===== config.mk =====
export PLATFORM = sky130hd
export DESIGN_NAME = sample
export DESIGN_NICKNAME = d
export VERILOG_FILES = /design/src/rtl/sample_pkg.sv /design/src/rtl/sample_add.sv /design/src/rtl/sample.sv
export SDC_FILE = /design/constraint.sdc
export NUM_CORES = 1
export LEC_CHECK = 0
export BUFFER_PORTS_ARGS = -buffer_cell sky130_fd_sc_hd__buf_2
export CAP_MARGIN = 25
export CORE_AREA = 2 2 39 41
export DETAILED_ROUTE_END_ITERATION = 6
export DIE_AREA = 0 0 41 43
export PLACE_DENSITY = 0.59
export SLEW_MARGIN = 30
export SYNTH_ARGS = -nofsm -noshare
export SYNTH_HDL_FRONTEND = slang
export SYNTH_HIERARCHICAL = 1
export SYNTH_SLANG_ARGS = --single-unit

===== constraint.sdc =====
create_clock -name clk -period 1.5 [get_ports clk]
set_clock_uncertainty 0.2 [all_clocks]
set_input_delay 0.225 -clock clk [delete_from_list [all_inputs] [get_ports clk]]
set_output_delay 0.225 -clock clk [all_outputs]
set_load 0.03 [all_outputs]

===== src/rtl/sample_pkg.sv =====
// Shared types and helpers for the registered adder.
// Holds the default width, data/flag types and the signed-overflow rule.
package sample_pkg;

   localparam int SAMPLE_WIDTH_DEF = 4;

   typedef logic [SAMPLE_WIDTH_DEF-1:0] sample_data_t;

   typedef struct packed {
      logic carry;
      logic ovf;
   } sample_flags_t;

   // Operands share a sign and the result sign differs: two's-complement overflow.
   function automatic logic sample_ovf(input logic a_msb, input logic b_msb, input logic s_msb);
      return (a_msb == b_msb) && (s_msb != a_msb);
   endfunction

endpackage


===== src/rtl/sample_add.sv =====
// Combinational adder core: sum, carry and signed overflow. Zero latency, no backpressure.
// With SAMPLE_SAT_EN defined, sum clamps to all ones on unsigned carry; the flags are unchanged.
module sample_add
   import sample_pkg::*;
#(
   parameter int WIDTH = SAMPLE_WIDTH_DEF
) (
   input  logic [WIDTH-1:0] a,
   input  logic [WIDTH-1:0] b,
   output logic [WIDTH-1:0] sum,
   output logic             carry,
   output logic             ovf
);

   logic [WIDTH:0] s;

   always_comb begin
      s     = {1'b0, a} + {1'b0, b};
      carry = s[WIDTH];
      // Overflow is judged on the raw sum, never on the saturated value.
      ovf   = sample_ovf(a[WIDTH-1], b[WIDTH-1], s[WIDTH-1]);
`ifdef SAMPLE_SAT_EN
      sum   = s[WIDTH] ? {WIDTH{1'b1}} : s[WIDTH-1:0];
`else
      sum   = s[WIDTH-1:0];
`endif
   end

endmodule


===== src/rtl/sample.sv =====
// Registered adder with carry, overflow and sticky overflow; one-cycle latency, no backpressure.
// Optional unsigned saturation of out when SAMPLE_SAT_EN is defined.
module sample
   import sample_pkg::*;
#(
   parameter int WIDTH = SAMPLE_WIDTH_DEF
) (
   input  logic             clk,
   input  logic             rst_n,
   input  logic [WIDTH-1:0] a,
   input  logic [WIDTH-1:0] b,
   output logic [WIDTH-1:0] out,
   output logic             carry,
   output logic             ovf,
   output logic             ovf_sticky
);

   logic [WIDTH-1:0] sum_nxt;
   logic             carry_nxt;
   logic             ovf_nxt;
   sample_flags_t    flags_q;

   sample_add #(.WIDTH(WIDTH)) u_add (
      .a     (a),
      .b     (b),
      .sum   (sum_nxt),
      .carry (carry_nxt),
      .ovf   (ovf_nxt)
   );

   // Reset wins over the update, so the reset cycle's operands are dropped.
   always_ff @(posedge clk) begin
      if (!rst_n) begin
         out        <= '0;
         flags_q    <= '0;
         ovf_sticky <= 1'b0;
      end else begin
         out           <= sum_nxt;
         flags_q.carry <= carry_nxt;
         flags_q.ovf   <= ovf_nxt;
         ovf_sticky    <= ovf_sticky | ovf_nxt;
      end
   end

   assign carry = flags_q.carry;
   assign ovf   = flags_q.ovf;

endmodule


* Word level (Yosys, flattened, before mapping)
Cells that the tools add are included.
Storage, ports and cells: logic and storage cells 9, input bits 10, flip-flop bits (word level) 7, output and inout port bits 7
Cells by class: reduce and logical (&&, ||, !) cells 1, add/sub/neg operators 1, equality and inequality tests 2, bitwise operators 1
Operators with widths (number):
- $add 4x4->5 | 1
- $eq 1x1->1 | 1
- $logic_and 1x1->1 | 1
- $ne 1x1->1 | 1
- $or 1x1->1 | 1

* Longest topological paths before layout
Gate-level depths: netlist of run 1.
word-level depth 4, mapped depth 7, mapped depth without buffers 7

* By module
The synthesis of run 1 kept the hierarchy.
By module, submodules not included:
- sample | cells an instance 14, times used 1, sequential area each 140.1 sq um, area each 185.2 sq um
- sample_add | cells an instance 19, times used 1, sequential area each 0.0 sq um, area each 168.9 sq um

* Least setup slack after synthesis of run 1
No wires, ideal clock.
path kind input port to flip-flop, from input a[1], to register ovf_sticky, buffers on the path 0, library setup time 115 ps, cell stages on the path 5, path slack -129 ps, data arrival time 1314 ps, data required time 1185 ps, cells stage by stage ha_1 > a21o_1 > a21oi_4 > mux2_4 > o21a_1
On the way: word-level cells in the longest chain between the ends 4
Ends and longest elaborated chain:
- start: declaration | RTL line sample.sv:10 | input logic [WIDTH-1:0] a,
- $add 4x4->5 | RTL line sample_add.sv:18 | s = {1'b0, a} + {1'b0, b};
- $ne 1x1->1 | RTL line sample_pkg.sv:16 | return (a_msb == b_msb) && (s_msb != a_msb);
- $logic_and 1x1->1 | RTL line sample_pkg.sv:16
- via ovf_nxt | RTL line sample.sv:20 | logic ovf_nxt;
- $or 1x1->1 | RTL line sample.sv:41 | ovf_sticky <= ovf_sticky | ovf_nxt;
- end signal: assignment | RTL line sample.sv:41
- end: declaration | RTL line sample.sv:15 | output logic ovf_sticky
The timed path passes the listed nets, and every way through them passes these cells. A chain may end at the register's enable or synchronous reset.

* Worst setup path after layout of run 1
Same ends and word-level chain as after synthesis.

==> results of run 1 <==
cells in the final DEF, fill, tap and decap left out:
cell type / netlist / final
nor2_1: 1 / 1
ha_1: 4 / 3
buf_4: 0 / 4
clkbuf_4: 0 / 3
nand2b_1: 1 / 1
xnor2_1: 2 / 2
a21o_1: 1 / 1
and2_1: 6 / 6
mux2_4: 1 / 1
clkbuf_1: 0 / 1
o21ai_0: 1 / 1
fa_1: 1 / 1
a21oi_4: 1 / 1
inv_1: 4 / 4
buf_2: 0 / 15
nor2b_1: 2 / 2
dfxtp_1: 7 / 7
ha_4: 0 / 1
o21a_1: 1 / 1
kinds of logic after synthesis:
family / Yosys count
AND/OR/NAND/NOR: 10
flip-flops: 7
adder cells (fa/ha/maj): 5
AO/OA/AOI/OAI: 4
buffers and inverters: 4
XOR/XNOR: 2
multiplexers: 1
layer usage:
| metal | vias up | global-route usage (%) |
|---|---|---|
| li1 | 149 | - |
| met1 | 118 | 11.3 |
| met2 | 13 | 11.9 |
| met3 | 0 | 1.57 |
| met4 | 0 | 6.00 |
| met5 | - | 0 |
per-stage QoR:
| stage | TNS [ns] | area [um^2] | hold slack (ns) | total power, W |
|---|---|---|---|---|
| after floorplan | -0.0571 | 367 | 0.142 | 0.000315 |
| after global placement | -0.504 | 482 | 0.245 | 0.000361 |
| after detailed placement | -0.552 | 482 | 0.247 | 0.000365 |
| after CTS | 0 | 508 | 0.0591 | 0.000534 |
| after global routing | 0 | 518 | 0.0752 | 0.000568 |
| final | 0 | 518 | 0.0613 | 0.000527 |
flip-flops by register name (all words and copies together), names as in the netlist:
register / count
carry: 1
ovf: 1
out: 4
ovf_sticky: 1
final timing paths:
check,from,end,slack (ns),cells past startpoint
worst min register to register,ovf_sticky,ovf_sticky,0.26,1
worst min-delay path,rst_n,ovf_sticky,0.06,2
worst max register to register,ovf_sticky,ovf_sticky,0.73,1
worst max-delay path,a[1],ovf_sticky,0.04,6
cell type report:
type | instances | share of cell area, %
inverters | 4 | 2.90
clock buffers | 4 | 5.07
flip-flops and latches | 7 | 27.1
repair buffers | 19 | 20.3
multi-input cells | 22 | 40.8
well taps | 16 | 3.86
critical path: stages:
cell	delay [ns]
buf_4	0.12
ha_4	0.22
a21o_1	0.18
a21oi_4	0.17
mux2_4	0.32
o21a_1	0.16
power breakdown:
part / total, W / leakage, nW / switching, W / internal [W]
registers: 0.000209 / 0.0581 / 0.00000416 / 0.000205
clock network: 0.000164 / 0.0150 / 0.0000627 / 0.000101
logic: 0.000154 / 0.196 / 0.0000831 / 0.0000709
total: 0.000527 / 0.269 / 0.000150 / 0.000377
what timing repair did:
item,CTS,global route
setup buffers,0,1
setup endpoints to repair,0,1
resized for setup,0,1
==> summary.txt, run 1 <==
Status
  • Status: completed

Routing
  • Top sig layer: met3
  • Vias/cell: just under 4
  • Vias after detailed routing: 280
  • DRC viols: 0
  • WL met1: roughly 250 um
  • Post-route antenna net violation count: 0
  • DR iter-0 viols: 0
  • Met3 WL: between 70 and 80 um
  • Final WL: 558 um
  • Avg WL per Cell: between 7 and 8 um
  • Detail Route met2 WL: 231 um
  • First drt pass iteration count: 1

Floorplan
  • Num rows: 14
  • Area of the core: approximately 1400 um^2
  • Initial Utilization: roughly a quarter
  • Die area: around 1800 um^2
  • IO Pins: 17
  • Die H: approximately 43 um
  • DIE WIDTH: roughly 41 um

Timing
  • Final worst path period need: around 1.5 ns
  • Fin worst setup slack: roughly 0.035 ns
  • Slew Limit Headroom: 90.6%
  • Final Max Slew Viols: 0
  • Final period util: between 90% and 100%
  • Hold Fails Final Rpt: 0
  • Final setup vio count: 0
  • Unrepaired setup endpoints after global routing: no
  • Maximum clock rate: just under 700 MHz
  • Slew @ Worst Pin: about 0.14 ns

GRT
  • Vias in the first global route: 269
  • Pin count of the biggest net entering global routing: 8
  • Global route overflow: 0
  • Initial antenna violation count: 0
  • First-pass GRT wire length: between 1000 and 1500 um
  • GRT Util Overall: 8.55%

Power and ir drop
  • Worst vdd ir: roughly 0.00026 V
  • Static Leak: around 0.27 nW
  • Power Dens Cells: ~1000 nW/um^2

Clock tree
  • Hold-fix buffers, CTS: 0
  • Clock Latency Late Sink: between 0.2 and 0.25 ns
  • TritonCTS Buffers: 3
  • # clock sinks: 7
  • Clock Path Buffers: 2
  • CTS tree: yes
  • Worst-path clk slew: ~0.050 ns
  • H-tree Lvls: 1
  • Clk root buf: clkbuf_4

Worst setup path
  • CP endpoint kind: register
  • CP Data Required Time: roughly 1.4 ns
  • Crit-path max FO: 2
  • Critical Path AT: 1.40 ns
  • Startpoint Class: primary input
  • Critical path type: in -> reg

Placed design
  • RD Place Congestion: 0.622
  • DP HPWL: 493 um
  • Placed Cells: 67
  • Dpl ws: -0.234 ns
  • IO buf count: 16

Synth
  • Mapped Cells: 33
  • Top cell type's share of synthesized area: between 30% and 40%
  • Main flop type after synthesis: dfxtp_1
  • Synth area leader: dfxtp_1
  • Synth Area in Adders: about 20%
  • XOR/XNOR Fraction of Synth Area: between 4 and 5%
  • Post-synthesis net count: 48
  • Largest family of logic cells by synthesized area: adder cells
  • Yosys warning count: 6
  • Multiplexer share of the synthesized area: about 4.2%
  • #FFs+latches synth: 7
  • Sequential fraction of the synthesis area: around two fifths
  • Distinct cells, synth: 14
  • Simple-gate share of the synthesized area: roughly 17%
  • Most frequent cells after synthesis: dfxtp_1 (7), and2_1 (6), ha_1 (4), inv_1 (4)
  • EDFF count, synth: 0
  • Ys async rst share: 0%
  • Count leader, synth: dfxtp_1
  • Mean post-synth cell area: 10.7 um^2
  • Dominant cells by area after synthesis: dfxtp_1 (40%), ha_1 (14%), and2_1 (11%)
  • Syn Std Cell Area: about 350 um^2
  • Synth Area in Compound Gates: 10.2%

Worst hold path
  • Worst Hold Class: in -> reg

Cells and area
  • Layout net count: between 70 and 80
  • FILL cells: around 140
  • Multi-input logic area: between 200 and 250 um^2
  • Area Growth Syn to Fin: 46.3%
  • Final Util: 37.4%
  • Antenna cells: 0
  • Share of post-route cells with drive strength above 1: approximately 45%
  • Post-Layout Cell Count: 72
  • Register area: ~140 um^2

Job
  • Max-cap violation count: 0
Note: power is estimated with default switching activity, not from simulation.
==> inputs of run 2 (changes only) <==
- BUFFER_PORTS_ARGS: -buffer_cell sky130_fd_sc_hd__buf_2 -> -buffer_cell sky130_fd_sc_hd__buf_4
==> summary.txt, run 2 (same netlist as run 1, synthesis figures left out) <==
Worst setup path
  • Worst path top cell family by delay: compound AO/OA/AOI/OAI gates
  • Critical path type: in -> reg
  • Crit path buf inv count: 1 (unchanged)
  • Crit-path max FO: 2 (unchanged)
  • Startpoint Class: primary input
  • Critical Path Max Stage Delay: 0.32 ns (about the same)
  • Slowest CP cell: mux2_4
  • Crit-path cells: buf_4, ha_4, a21o_1, a21oi_4, mux2_4, o21a_1
  • Critical Path AT: 1.38 ns (-0.02 ns)
  • CP endpoint kind: register
  • CP Data Required Time: 1.44 ns (about the same)

Routing
  • Final WL: 568 um (+1.8%)
  • DRC viols: 0 (unchanged)
  • Vias after detailed routing: 283 (+1.1%)
  • First drt pass iteration count: 3 (+2)
  • Avg WL per Cell: 7.89 um (+1.8%)
  • Post-route antenna net violation count: 0 (unchanged)
  • DR iter-0 viols: 2 (+2)
  • Vias/cell: 3.93 (+1.1%)

Cells and area
  • Multi-input logic area: 211 um^2 (unchanged)
  • Commonest cells after routing, fill and taps aside: buf_4 (19), dfxtp_1 (7), and2_1 (6)
  • Largest register FFs: 4 (unchanged)
  • FILL cells: 144 (+3.6%)
  • Share of post-route cells with drive strength above 1: 44.6% (unchanged)
  • Most common cell after layout, fill and taps aside: buf_4
  • Register area: 140 um^2 (unchanged)
  • Final Util: 40.1% (+2.7 points)
  • Area Growth Syn to Fin: 56.9%
  • Antenna cells: 0 (unchanged)
  • Largest Register: out
  • Layout net count: 72 (unchanged)

Timing
  • Final Max Slew Viols: 0 (unchanged)
  • Final setup vio count: 0 (unchanged)
  • Final worst path period need: 1.43 ns (-0.0300 ns)
  • Post-route setup TNS: 0 ns (unchanged)
  • Final period util: 95.6% (-2.0 points)
  • Hold Fails Final Rpt: 0 (unchanged)
  • Fin worst setup slack: 0.0653 ns (+0.0300 ns)
  • Unrepaired setup endpoints after global routing: no
  • Slew @ Worst Pin: 0.134 ns (-0.00444 ns)
  • Maximum clock rate: 697 MHz (+2.1%)
  • Slew Limit Headroom: 90.9% (+0.30 points)

Clock tree
  • # clock sinks: 7 (unchanged)
  • H-tree Lvls: 1 (unchanged)
  • TritonCTS Buffers: 3 (unchanged)
  • CTS tree: yes
  • Post-CTS Resized: 0 (unchanged)
  • Clk root buf: clkbuf_4
  • Hold-fix buffers, CTS: 0 (unchanged)
  • Post-CTS setup buffer count: 0 (unchanged)
  • Worst-path clk slew: 0.05 ns (about the same)
  • Clock Path Buffers: 2 (unchanged)
  • Clock Latency Late Sink: 0.25 ns (about the same)

Floorplan
  • DIE WIDTH: 41 um (unchanged)
  • IO Pins: 17 (unchanged)
  • Die area: 1760 um^2 (unchanged)
  • Num rows: 14 (unchanged)
  • Initial Utilization: 25.6% (unchanged)
  • Die H: 43 um (unchanged)
  • Area of the core: 1380 um^2 (unchanged)

Placed design
  • RD Place Congestion: 0.589 (-5.2%)
  • DP HPWL: 488 um (-1.1%)
  • Dpl ws: -0.203 ns (+0.0314 ns)
  • IO buf count: 16 (unchanged)

Job
  • Max-cap violation count: 0 (unchanged)

GRT
  • Pin count of the biggest net entering global routing: 8 (unchanged)
  • GRT Util Overall: 7.84% (-0.71 points)
  • Vias in the first global route: 223 (-17%)
  • Initial antenna violation count: 0 (unchanged)
  • Global route overflow: 0 (unchanged)
  • First-pass GRT wire length: 848 um (-16%)

Worst hold path
  • Worst Hold Class: in -> reg

Power and ir drop
  • Static Leak: 0.278 nW (+3.4%)
  • Worst vdd ir: 0.000245 V (-6.1%)
  • Power Dens Cells: 986 nW/um^2 (-3.1%)

Status
  • Status: completed
[run 2: changes by cell type in the layout (fill, tap and decap cells not counted)]
cell | previous run | this run
buf_2 | 15 | 0
buf_4 | 4 | 19
[run 2: final timing paths]
| kind | from | to | slack [ns] | depth (start not counted) |
|---|---|---|---|---|
| max | a[1] | ovf_sticky | 0.07 | 6 |
| min | rst_n | ovf_sticky | 0.02 | 2 |
| max reg2reg | ovf_sticky | ovf_sticky | 0.72 | 1 |
| min reg2reg | ovf_sticky | ovf_sticky | 0.27 | 1 |
[run 2: routing by layer]
metal | part of all wire, % | GRT usage, % | up-vias
met1 | 41 | 8.39 | 116
met3 | 14 | 1.57 | 2
li1 | - | - | 150
met4 | 3.7 | 10.0 | 0
met5 | 0 | 0 | -
met2 | 41 | 10.6 | 15
[run 2: power breakdown]
group	total [W]	switching, W	internal, W
Combinational	0.000169	0.0000824	0.0000868
Sequential	0.000210	0.00000498	0.000205
Clock	0.000168	0.0000670	0.000101
Total	0.000548	0.000154	0.000393
[run 2: final cells by class]
type | count | area share, %
clock buffers | 4 | 4.73
inverters | 4 | 2.70
multi-input cells | 22 | 38.1
flip-flops and latches | 7 | 25.2
well taps | 16 | 3.60
repair buffers | 19 | 25.7
[run 2: through the flow]
step / hold WS [ns] / total power [W] / instances / area, um^2
4_1_cts: 0.0186 / 0.000558 / 72 / 556
3_5_place_dp: 0.260 / 0.000386 / 68 / 529
2_1_floorplan: 0.142 / 0.000315 / 33 / 367
6_report: 0.0212 / 0.000548 / 72 / 556
5_1_grt: 0.0291 / 0.000582 / 72 / 556
3_3_place_gp: 0.262 / 0.000384 / 68 / 529
==> inputs of run 3 (changes only) <==
- PLACE_DENSITY: 0.59 -> 0.57
- SYNTH_HIERARCHICAL: 1 -> not set
==> summary.txt, run 3 <==
Status
  • Status: completed

Clock tree
  • CTS tree: yes
  • TritonCTS Buffers: 3 (unchanged)
  • # clock sinks: 7 (unchanged)
  • Post-CTS Resized: 0 (unchanged)
  • H-tree Lvls: 1 (unchanged)
  • Worst-path clk slew: 0.06 ns (about the same)
  • Clock Path Buffers: 2 (unchanged)
  • Clk root buf: clkbuf_4
  • Clock Latency Late Sink: 0.25 ns (about the same)

GRT
  • First-pass GRT wire length: 1100 um (+30%)
  • Vias in the first global route: 290 (+30%)
  • GRT Util Overall: 9.13% (+1.3 points)
  • Pin count of the biggest net entering global routing: 7 (-1)
  • Global route overflow: 0 (unchanged)
  • Initial antenna violation count: 0 (unchanged)

Synth
  • Syn Std Cell Area: 338 um^2 (-4.6%)
  • Mean post-synth cell area: 9.94 um^2 (-7.4%)
  • Distinct cells, synth: 18 (+4)
  • Dominant cells by area after synthesis: dfxtp_1 (41%), ha_1 (15%), fa_1 (5.9%)
  • Yosys warning count: 0 (-6)
  • Synth area leader: dfxtp_1
  • Ys async rst share: 0% (unchanged)
  • EDFF count, synth: 0 (unchanged)
  • XOR/XNOR Fraction of Synth Area: 0% (-4.9 points)
  • Synth Area in Compound Gates: 15.2% (+4.9 points)
  • Mapped Cells: 34 (+3.0%)
  • Sequential fraction of the synthesis area: 41.5% (+1.9 points)
  • Top cell type's share of synthesized area: 41.5% (+1.9 points)
  • Count leader, synth: dfxtp_1
  • Multiplexer share of the synthesized area: 0% (-4.2 points)
  • Largest family of logic cells by synthesized area: adder cells
  • Synth Area in Adders: 20.7% (+0.95 points)
  • Post-synthesis net count: 49 (+2.1%)
  • #FFs+latches synth: 7 (unchanged)
  • Simple-gate share of the synthesized area: 17.0% (+0.076 points)
  • Main flop type after synthesis: dfxtp_1
  • Most frequent cells after synthesis: dfxtp_1 (7), inv_1 (5), ha_1 (4), a21oi_1 (3), nand3_1 (2)

Timing
  • Final Max Slew Viols: 0 (unchanged)
  • Hold Fails Final Rpt: 0 (unchanged)
  • Slew Limit Headroom: 78.7% (-12 points)
  • Unrepaired setup endpoints after global routing: no
  • Post-route setup TNS: 0 ns (unchanged)
  • Maximum clock rate: 742 MHz (+6.5%)
  • Slew @ Worst Pin: 0.316 ns (+0.182 ns)
  • Fin worst setup slack: 0.153 ns (+0.0875 ns)
  • Final period util: 89.8% (-5.8 points)
  • Hold Slack: 0.0983 ns (+0.0770 ns)
  • Final worst path period need: 1.35 ns (-0.0875 ns)
  • Final setup vio count: 0 (unchanged)

Cells and area
  • Layout net count: 72 (unchanged)
  • Largest register FFs: 4 (unchanged)
  • Antenna cells: 0 (unchanged)
  • Share of post-route cells with drive strength above 1: 37.5% (-7.1 points)
  • Largest Register: out
  • Post-Layout Cell Count: 72 (unchanged)
  • Area Growth Syn to Fin: 54.4%
  • Most common cell after layout, fill and taps aside: buf_4
  • Commonest cells after routing, fill and taps aside: buf_4 (17), dfxtp_1 (7), inv_1 (5)

Floorplan
  • Die area: 1760 um^2 (unchanged)
  • Die H: 43 um (unchanged)
  • Initial Utilization: 24.4% (-1.2 points)
  • DIE WIDTH: 41 um (unchanged)
  • Area of the core: 1380 um^2 (unchanged)
  • Num rows: 14 (unchanged)
  • IO Pins: 17 (unchanged)

Routing
  • Vias/cell: 4.21 (+7.1%)
  • Post-route antenna net violation count: 0 (unchanged)
  • Final WL: 656 um (+15%)
  • DR iter-0 viols: 2 (unchanged)
  • Vias after detailed routing: 303 (+7.1%)
  • First drt pass iteration count: 4 (+1)
  • DRC viols: 0 (unchanged)
  • Avg WL per Cell: 9.11 um (+15%)

Worst setup path
  • Slowest CP cell: ha_1
  • CP Data Required Time: 1.46 ns (+0.02 ns)
  • Crit path from: a[2]
  • Critical path type: in -> reg
  • Crit path buf inv count: 1 (unchanged)
  • Crit-path max FO: 4 (+2)
  • Crit Reg-Reg Startpoint: ovf_sticky
  • Worst path top cell family by delay: compound AO/OA/AOI/OAI gates
  • Critical Path Max Stage Delay: 0.32 ns (about the same)
  • Crit-path cells: buf_4, ha_1, a21oi_1, a21boi_0, o41ai_2
  • CP endpoint kind: register
  • Startpoint Class: primary input
  • Critical Path AT: 1.30 ns (-0.08 ns)

Power and ir drop
  • Clock share of power: 32.5% (+1.8 points)
  • Int Power: 0.000373 W (-5.1%)
  • Switching portion of total power: 29.2% (+0.97 points)
  • Worst vdd ir: 0.000317 V (+29%)
  • Static Leak: 0.264 nW (-5.0%)
  • Sequential fraction of design power: 39.9% (+1.5 points)
  • Net Sw Power: 0.000154 W (-0.51%)
  • Power Dens Cells: 1010 nW/um^2 (+2.4%)
  • Combinational fraction of design power: 27.6% (-3.3 points)
  • PnR Total Power: 0.000527 W (-3.8%)

Placed design
  • Placed Cells: 67 (-1.5%)
  • DP HPWL: 543 um (+11%)
  • Dpl ws: -0.143 ns (+0.0596 ns)
  • IO buf count: 16 (unchanged)
  • RD Place Congestion: 0.642 (+8.9%)

Job
  • Max-cap violation count: 0 (unchanged)

Worst hold path
  • Worst Hold Class: in -> reg
  • Hold Crit Start: b[0]
-- run 3: cell types whose count changed after synthesis, sizes merged, moves of 2 or more --
cell	before	now
xnor2	2	0
nand3	0	2
and2	6	1
a21oi	1	3
-- run 3: worst register-to-register path, cell delays in order (launching register included) --
cell and delay, ns:
dfxtp_1 0.31, nand2_1 0.07, o41ai_2 0.06
-- run 3: area by class of cell --
type | count | area [um^2]
well taps | 16 | 20.0
fillers | 148 | 862
inverters | 5 | 18.8
clock buffers | 4 | 26.3
repair buffers | 18 | 138
flip-flops and latches | 7 | 140
multi-input cells | 22 | 179
-- run 3: cells by family (layout without fill, tap and decap cells) --
kind of cell / count (synthesis) / in the layout
DFF: 7 / 7
adders and majority gates: 5 / 5
buffers and inverters: 5 / 27
and+or+nand+nor: 10 / 10
AOI/OAI and AO/OA: 7 / 7
-- run 3: per-stage QoR --
step / util, % / instance area [um^2]
floorplan: - / 338
global placement: 35.1 / 485
detailed placement: 35.1 / 485
CTS: 37.7 / 522
global route: 37.7 / 522
finish: 37.7 / 522
-- run 3: path summary, 6_finish.rpt --
path,endpoint,cells after the start,slack [ns]
worst max-delay path,ovf_sticky,5,0.15
worst min-delay path,out[0],3,0.1
worst max register to register,ovf_sticky,2,0.74
worst min register to register,ovf_sticky,2,0.27
-- run 3: timing repair --
action                                 CTS  global route
buffers inserted                         0             0
endpoints found under the hold margin    2             0
hold buffers                             1             0
-- run 3: per-layer routing --
metal / wire length [um] / GRT usage [%]
met1: 286 / 11.5
met2: 318 / 13.4
met4: 0 / 6.00
met3: 51 / 1.57
met5: 0 / 0
-- run 3: power groups by stage --
| stage | logic, W | registers [W] | clock network, W |
|---|---|---|---|
| 6_report | 0.000145 | 0.000210 | 0.000171 |
| 5_1_grt | 0.000161 | 0.000212 | 0.000185 |
| 4_1_cts | 0.000147 | 0.000210 | 0.000178 |
| 3_5_place_dp | 0.000145 | 0.000214 | 0 |
| 3_3_place_gp | 0.000144 | 0.000214 | 0 |
| 2_1_floorplan | 0.0000487 | 0.000251 | 0 |
